**src/rtl/bobc_pkg.sv**
```systemverilog
// Shared definitions for the BOBC datapath sequencer.
// - ctrl_word_t : one row of the control program (datapath control word plus wait flag)
// - NSTEPS/PROG : the fixed 8-step control program, indexed by the step counter
// - state_t     : sequencer FSM state encoding
package bobc_pkg;

    // One program row; wt marks a compute step that waits for the datapath.
    typedef struct packed {
        logic       lx;
        logic [1:0] m0;
        logic [1:0] m1;
        logic [1:0] m2;
        logic       h;
        logic       ls;
        logic       lh;
        logic       wt;
    } ctrl_word_t;

    localparam int NSTEPS = 8;

    // Fields packed as lx_m0_m1_m2_h_ls_lh_wt.
    localparam ctrl_word_t PROG [0:NSTEPS-1] = '{
        11'b1_01_00_00_1_0_0_0,
        11'b0_01_00_00_1_0_1_0,
        11'b0_10_00_11_0_0_0_1,
        11'b0_10_00_11_0_0_1_0,
        11'b0_00_01_11_1_0_0_1,
        11'b0_00_01_11_1_0_1_0,
        11'b0_11_00_11_0_0_0_1,
        11'b0_11_00_11_0_1_0_0
    };

    typedef enum logic [1:0] {
        ST_IDLE  = 2'd0,
        ST_STEP  = 2'd1,
        ST_DONE  = 2'd2,
        ST_ABORT = 2'd3
    } state_t;

endpackage

```
**src/rtl/bobc_rr_arbiter.sv**
```systemverilog
// Combinational round-robin picker.
// Scans last+1, last+2, ... (mod NREQ) and returns the first requester found.
// Ports:
//   req   in  NREQ  request vector
//   last  in  SELW  index of the most recently served client
//   grant out NREQ  one-hot winner (all zero when req is zero)
//   idx   out SELW  index of the winner (zero when req is zero)
module bobc_rr_arbiter #(
    parameter  int NREQ = 4,
    localparam int SELW = $clog2(NREQ)
) (
    input  logic [NREQ-1:0] req,
    input  logic [SELW-1:0] last,
    output logic [NREQ-1:0] grant,
    output logic [SELW-1:0] idx
);

    logic            found_s;
    logic [SELW-1:0] cand_s;

    // Rotating priority scan starting just after the last served client.
    always_comb begin
        grant   = '0;
        idx     = '0;
        found_s = 1'b0;
        cand_s  = '0;
        for (int i = 1; i <= NREQ; i++) begin
            cand_s = SELW'((int'(last) + i) % NREQ);
            if (!found_s && req[cand_s]) begin
                found_s = 1'b1;
                grant   = NREQ'(1) << cand_s;
                idx     = cand_s;
            end else begin
                found_s = found_s;
            end
        end
    end

endmodule

```
**src/rtl/bobc_sequencer.sv**
```systemverilog
// Shares the BOBC polynomial datapath between NREQ requesters.
// A round-robin winner is picked in IDLE, then the fixed control program is
// stepped; wait steps stall until pronto, guarded by an optional watchdog.
// All outputs are decoded from registered state only.
// Ports:
//   ck      in   clock, rising edge
//   rst     in   asynchronous active-low reset
//   req     in   level request per client, held until its done
//   pronto  in   datapath result valid for the current compute step
//   gnt     out  one-hot grant, step 0 through the terminal cycle
//   sel     out  index of the granted client (steers the operand mux)
//   busy    out  high in every non-IDLE state
//   lx,m0,m1,m2,h,ls,lh out  datapath control word
//   done    out  one-cycle completion pulse to the granted client
//   err     out  one-cycle pulse with done when the watchdog aborted
module bobc_sequencer
    import bobc_pkg::*;
#(
    parameter  int NREQ    = 4,
    parameter  int TIMEOUT = 16,
    localparam int SELW    = $clog2(NREQ)
) (
    input  logic            ck,
    input  logic            rst,
    input  logic [NREQ-1:0] req,
    input  logic            pronto,
    output logic [NREQ-1:0] gnt,
    output logic [SELW-1:0] sel,
    output logic            busy,
    output logic            lx,
    output logic [1:0]      m0,
    output logic [1:0]      m1,
    output logic [1:0]      m2,
    output logic            h,
    output logic            ls,
    output logic            lh,
    output logic [NREQ-1:0] done,
    output logic            err
);

    localparam int              STW       = $clog2(NSTEPS);
    localparam int              WDW       = (TIMEOUT > 1) ? $clog2(TIMEOUT) : 1;
    localparam logic [WDW-1:0]  WDOG_LAST = WDW'((TIMEOUT > 0) ? (TIMEOUT - 1) : 0);
    localparam logic [STW-1:0]  STEP_LAST = STW'(NSTEPS - 1);

    state_t          state_r, state_s;
    logic [STW-1:0]  step_r,  step_s;
    logic [WDW-1:0]  wdog_r,  wdog_s;
    logic [SELW-1:0] last_r,  last_s;
    logic [SELW-1:0] sel_r,   sel_s;

    logic [NREQ-1:0] arb_gnt_s;
    logic [SELW-1:0] arb_idx_s;
    logic [NREQ-1:0] onehot_s;
    ctrl_word_t      cw_s;

    bobc_rr_arbiter #(.NREQ(NREQ)) u_arb (
        .req   (req),
        .last  (last_r),
        .grant (arb_gnt_s),
        .idx   (arb_idx_s)
    );

    assign cw_s     = PROG[step_r];
    assign onehot_s = NREQ'(1) << sel_r;

    // State register; last resets to NREQ-1 so client 0 has first priority.
    always_ff @(posedge ck or negedge rst) begin
        if (!rst) begin
            state_r <= ST_IDLE;
            step_r  <= '0;
            wdog_r  <= '0;
            last_r  <= SELW'(NREQ - 1);
            sel_r   <= '0;
        end else begin
            state_r <= state_s;
            step_r  <= step_s;
            wdog_r  <= wdog_s;
            last_r  <= last_s;
            sel_r   <= sel_s;
        end
    end

    // Next-state logic: arbitration, step advance, wait handling and watchdog.
    always_comb begin
        state_s = state_r;
        step_s  = step_r;
        wdog_s  = wdog_r;
        last_s  = last_r;
        sel_s   = sel_r;
        case (state_r)
            ST_IDLE: begin
                if (|req) begin
                    sel_s   = arb_idx_s;
                    step_s  = '0;
                    wdog_s  = '0;
                    state_s = ST_STEP;
                end else begin
                    state_s = ST_IDLE;
                end
            end
            ST_STEP: begin
                // pronto only matters on wait steps; it is ignored elsewhere.
                if (!cw_s.wt || pronto) begin
                    wdog_s = '0;
                    if (step_r == STEP_LAST) begin
                        state_s = ST_DONE;
                        step_s  = '0;
                    end else begin
                        step_s = step_r + STW'(1);
                    end
                end else if ((TIMEOUT > 0) && (wdog_r == WDOG_LAST)) begin
                    wdog_s  = '0;
                    step_s  = '0;
                    state_s = ST_ABORT;
                end else begin
                    wdog_s = wdog_r + WDW'(1);
                end
            end
            ST_DONE: begin
                last_s  = sel_r;
                state_s = ST_IDLE;
            end
            ST_ABORT: begin
                last_s  = sel_r;
                state_s = ST_IDLE;
            end
            default: begin
                state_s = ST_IDLE;
                step_s  = '0;
                wdog_s  = '0;
            end
        endcase
    end

    // Output decode from registered state: control word only while stepping.
    always_comb begin
        gnt  = '0;
        sel  = sel_r;
        busy = 1'b0;
        lx   = 1'b0;
        m0   = 2'b00;
        m1   = 2'b00;
        m2   = 2'b00;
        h    = 1'b0;
        ls   = 1'b0;
        lh   = 1'b0;
        done = '0;
        err  = 1'b0;
        case (state_r)
            ST_IDLE: begin
                busy = 1'b0;
            end
            ST_STEP: begin
                gnt  = onehot_s;
                busy = 1'b1;
                lx   = cw_s.lx;
                m0   = cw_s.m0;
                m1   = cw_s.m1;
                m2   = cw_s.m2;
                h    = cw_s.h;
                ls   = cw_s.ls;
                lh   = cw_s.lh;
            end
            ST_DONE: begin
                gnt  = onehot_s;
                busy = 1'b1;
                done = onehot_s;
            end
            ST_ABORT: begin
                gnt  = onehot_s;
                busy = 1'b1;
                done = onehot_s;
                err  = 1'b1;
            end
            default: begin
                busy = 1'b0;
            end
        endcase
    end

endmodule

```
**config.mk**
```make
export PLATFORM = sky130hd
export DESIGN_NAME = bobc_sequencer
export DESIGN_NICKNAME = d
export VERILOG_FILES = /design/src/rtl/bobc_pkg.sv /design/src/rtl/bobc_rr_arbiter.sv /design/src/rtl/bobc_sequencer.sv
export SDC_FILE = /design/constraint.sdc
export NUM_CORES = 1
export LEC_CHECK = 0
export CAP_MARGIN = 20
export CORE_UTILIZATION = 46
export CTS_BUF_LIST = sky130_fd_sc_hd__clkbuf_16
export DETAILED_ROUTE_END_ITERATION = 10
export GPL_ROUTABILITY_DRIVEN = 0
export GPL_TIMING_DRIVEN = 0
export PLACE_DENSITY = 0.76
export SLEW_MARGIN = 20
export SYNTH_ARGS = -nofsm -noshare
export SYNTH_HDL_FRONTEND = slang
export SYNTH_HIERARCHICAL = 1
export SYNTH_SLANG_ARGS = --single-unit
```
**constraint.sdc**
```tcl
create_clock -name ck -period 2.1 [get_ports ck]
set_clock_uncertainty 0.05 [all_clocks]
set_input_delay 0.42 -clock ck [delete_from_list [all_inputs] [get_ports ck]]
set_output_delay 0.42 -clock ck [all_outputs]
set_load 0.1 [all_outputs]
```
; Yosys cells after proc, flatten, opt, wreduce, memory -nomap -nowiden
; Memory sizes are Yosys's and may differ from the RTL's.
; Cells that the tools add are included.
[totals]
register_bits = 13
romBits = 88
in_bits = 7
output_inout_bits = 22
word_cells = 86
n_memories = 1
[op_classes]
n_addsub = 6
n_lt_le_gt_ge = 5
n_eq_ne = 8
shift = 1
muxes = 42
bitwise = 1
n_reduce_logical = 17
[memory_table]
columns = memory, depth, width, read_ports, rd_ports_with_merged_regs, write_ports, line
row1 = (name not given), 8, 11, 1, 0, 0, bobc_sequencer.sv:64  ; assign cw_s = PROG[step_r];
[op_table]
columns = operator, count
row1 = $mux 11, 2
row2 = $mux 2, 10
row3 = $mux 4, 5
row4 = $mux 1, 13
row5 = $lt 2x3->1 const B, 4
row6 = $mux 3, 4
row7 = $bmux 1 s2, 4
row8 = $pmux 4 s2, 1
row9 = $ne 3x3->1 const B, 2
row10 = $pmux 2 s3, 1
row11 = $pmux 3 s2, 1
row12 = $reduce_and 2->1, 3
row13 = $add 2x1->2 const B, 2
row14 = $add 2x2->2 const B, 2
row15 = $add 4x1->4 const B, 1
row16 = $eq 2x2->1 const B, 2
row17 = $eq 4x4->1 const B, 1
row18 = $ge 4x4->1 const B, 1
row19 = $logic_not 1->1, 4
row20 = $not 3->4, 1
row21 = $reduce_or 4->1, 1
row22 = $shl 1x2->4 const A, 1
row23 = $add 3x1->3 const B, 1
row24 = $eq 3x3->1 const B, 1
row25 = 10 further kinds, 12

; Logic depth before layout (Yosys ltp)
[logic_depth]
word_depth = 13
ltp_mapped = 9
ltp_nobuf = 7

; Cells and area by module
; Netlist, hierarchy kept.
[by_module_without_submodules]
columns = module, n_inst, cells_each, area_per_inst_um2, seq_area_each_um2
row1 = bobc_sequencer, 1, 91, 878.3, 327.8
row2 = bobc_rr_arbiter, 1, 57, 486.7, 0.0

; Worst setup path after synthesis
; Ideal clock, no wire load.
[synth_path]
kind = flip-flop to output port
start = register sel_r[1] (netlist: sel[1])
end = output gnt[2]
t_arrival_ns = 3.444
t_required_ns = 1.630
setup_slack_ns = -1.814
stages_incl_launch_ff = 3
n_path_buf = 1
path_cell_list = dfrtp_1 -> clkbuf_1 -> nor3b_1
[synth_via]
elab_chain_cells = 2
[synth_rtl]
columns = element, line
row1 = from (decl), bobc_sequencer.sv:50  ; logic [SELW-1:0] sel_r, sel_s;
row2 = from (signal assigned), bobc_sequencer.sv:80  ; sel_r <= sel_s;
row3 = $shl 1x2->4, bobc_sequencer.sv:65  ; assign onehot_s = NREQ'(1) << sel_r;
row4 = $mux 4, bobc_sequencer.sv:150  ; case (state_r)
row5 = to (decl), bobc_sequencer.sv:27  ; output logic [NREQ-1:0] gnt,
; Every way passes these cells.

; Final worst setup path
[layout_path]
start = register sel_r[0] (netlist: sel[0])
end = output sel[0]
[layout_rtl]
columns = element, line
row1 = to (decl), bobc_sequencer.sv:28  ; output logic [SELW-1:0] sel,
; No word-level cell between the ends.

==> metrics.md <==
| Metric | Value |
|---|---|
| Status | complete, no violations |
| Worst EP arrival | around 1.6 ns |
| Initial antenna violation count | 0 |
| Overall fraction of global-route tracks in use | a little under a quarter |
| Final ANT Viol Nets | 0 |
| Crit path required time | approximately 1.6 ns |
| Crit path depth | 1 |
| Syn Area/Cell | between 8 and 9 um2 |
| H-Tree Level Count | 1 |
| First-pass GRT wire length | ~4600 um |
| Die Y | between 50 and 60 um |
| CP Max Fanout | 10 |
| Antenna cell count | 0 |
| Clk slew on worst S/H paths | around 0.040 ns |
| Slew headroom | a little over a third |
| Worst-Margin Slew | about 0.96 ns |
| Vias in the first global route | slightly above 1000 |
| Nets | 179 |
| Delay-heaviest family, CP | buffers and inverters |
| Initial core utilization | between 50% and 60% |
| Maximum number of pins on one net before global-route repair | 14 |
| Syn Nets | roughly 140 |
| Slowest CP cell | clkdlybuf4s15_1 |
| CP bufs+invs | 1 |
| Ys Warns | 6 |
| Minimum clock period | just over 2 ns |
| Io pins | 29 |
| Port bufs | 27 |
| Die ar. | approximately 2700 um2 |
| Number of clock buffers inserted by TritonCTS | 3 |
| Mapped Area | roughly 1100 um2 |
| Skew-Pair Late Insertion Delay | 0.24 ns |
| Initial DRC Count | 17 |
| Final Hold Violating Endpoints | 0 |
| Final setup violation count | 0 |
| Root buffer cell | clkbuf_16 |
| Share of layout cells above drive strength 1 | 42.0% |
| Setup crit start kind | flip-flop |
| CTS tree | yes |
| Depth of the most critical reg-to-reg path | 7 |
| Vias | about 1100 |
| Overflow after GRT | 0 |
| Hold depth | 2 |
| F_max | between 0.4 and 0.5 GHz |
| Core Rows | 17 |
| Worst hold slack | between 0.4 and 0.5 ns |
| CORE AREA | approximately 2300 um2 |
| Wire per inst | 13.9 um |
| Post-Route WL | 2630 um |
| Critical path class | flip-flop to primary output |
| Post-route DRC | 0 |
| Cell count after synthesis | ~130 |
| Area Overhead vs Synth | 44.0% |
| Vias/cell | between 5 and 6 |
| Final Cycle Share | a little over nine tenths |
| Hold-fix buffers, CTS | 0 |
| Worst setup EP type | primary output |
| RSZ-0062 raised after global routing | yes |
| Cells along the critical path | clkdlybuf4s15_1 |
| Max Buffers Root-to-Sink | 2 |
| Die W | 51.8 um |
| Detailed Routing Iterations Pass 1 | 4 |
| Slew Limit Fails | 0 |
| Post-DP HPWL | around 2000 um |
| Sink Count | 13 |
| Crit-path max cell delay | between 0.8 and 0.9 ns |
| Max-cap violations | 0 |
| Worst hold path class | flip-flop to flip-flop |
## metal layers
| layer | track usage [%] | part of all wire (%) |
|---|---|---|
| met1 | 27.1 | 44 |
| met2 | 43.2 | 51 |
| met3 | 5.56 | 4.7 |
| met4 | 2.70 | 0 |
| met5 | 0 | 0 |
## timing repair
action,in CTS,in global routing
buffers inserted,0,5
pin swaps,0,3
setup endpoints to repair,23,17
resized for setup,90,25
## sequential cells by signal, indices dropped and copies added, names as in the netlist
register  count
last_r        2
sel           2
wdog_r        4
step_r        3
state_r       2
## layout by cell type (no fill, tap or decap), types with 3 or more instances in the layout
cell,count
a21oi_1,3
a22o_1,4
and2_1,4
buf_2,9
buf_4,12
buf_6,3
clkbuf_16,4
clkbuf_4,3
clkdlybuf4s15_2,3
clkdlybuf4s50_1,4
dfrtp_1,8
ha_1,8
inv_1,9
mux2i_1,4
nand2_1,3
nand2b_1,3
nand3_1,3
nor2_1,10
nor2_2,5
nor3b_4,3
o21ai_0,6
## area by class of cell
class                   instances  area (um2)
fillers                       178         631
inverters                      10        41.3
repair buffers                 32         267
flip-flops and latches         13         337
plain buffers                   9        82.6
multi-input cells              94         805
well taps                      28        35.0
clock inverters                 1        3.75
clock buffers                   3        75.1
## worst reg2reg max path, cell delays in order, from the launching register on
cell        delay, ns
dfstp_2          0.54
buf_6            0.13
clkinvlp_4       0.13
ha_4             0.27
a221o_1          0.33
a21oi_2          0.12
a31oi_1          0.05
mux2_1           0.31
## final timing paths
check / to / startpoint / slack (ns)
worst max-delay path: sel[0] / sel[0] / 0.04
worst min-delay path: last_r[0] / last_r[0] / 0.44
worst max register to register: sel[1] / last_r[0] / 0.06
worst min register to register: last_r[0] / last_r[0] / 0.44
max in group asynchronous: sel[0] / rst / 1.07
min in group asynchronous: wdog_r[3] / rst / 0.50
## stage by stage
step | instances | util (%) | worst slack, ns | cell area, um2 | setup TNS, ns
after floorplan | 127 | - | -0.346 | 1230 | -0.737
after global placement | 182 | 67.7 | -0.542 | 1540 | -7.04
after CTS | 185 | 70.3 | 0.00338 | 1600 | 0
after detailed placement | 182 | 67.7 | -0.551 | 1540 | -7.69
after global routing | 190 | 72.3 | -0.0412 | 1650 | -0.0430
final | 190 | 72.3 | 0.0430 | 1650 | 0
Power is left out: the tool's default activity adds up to more than one toggle a clock period on the data nets, which glitch-free logic cannot reach.
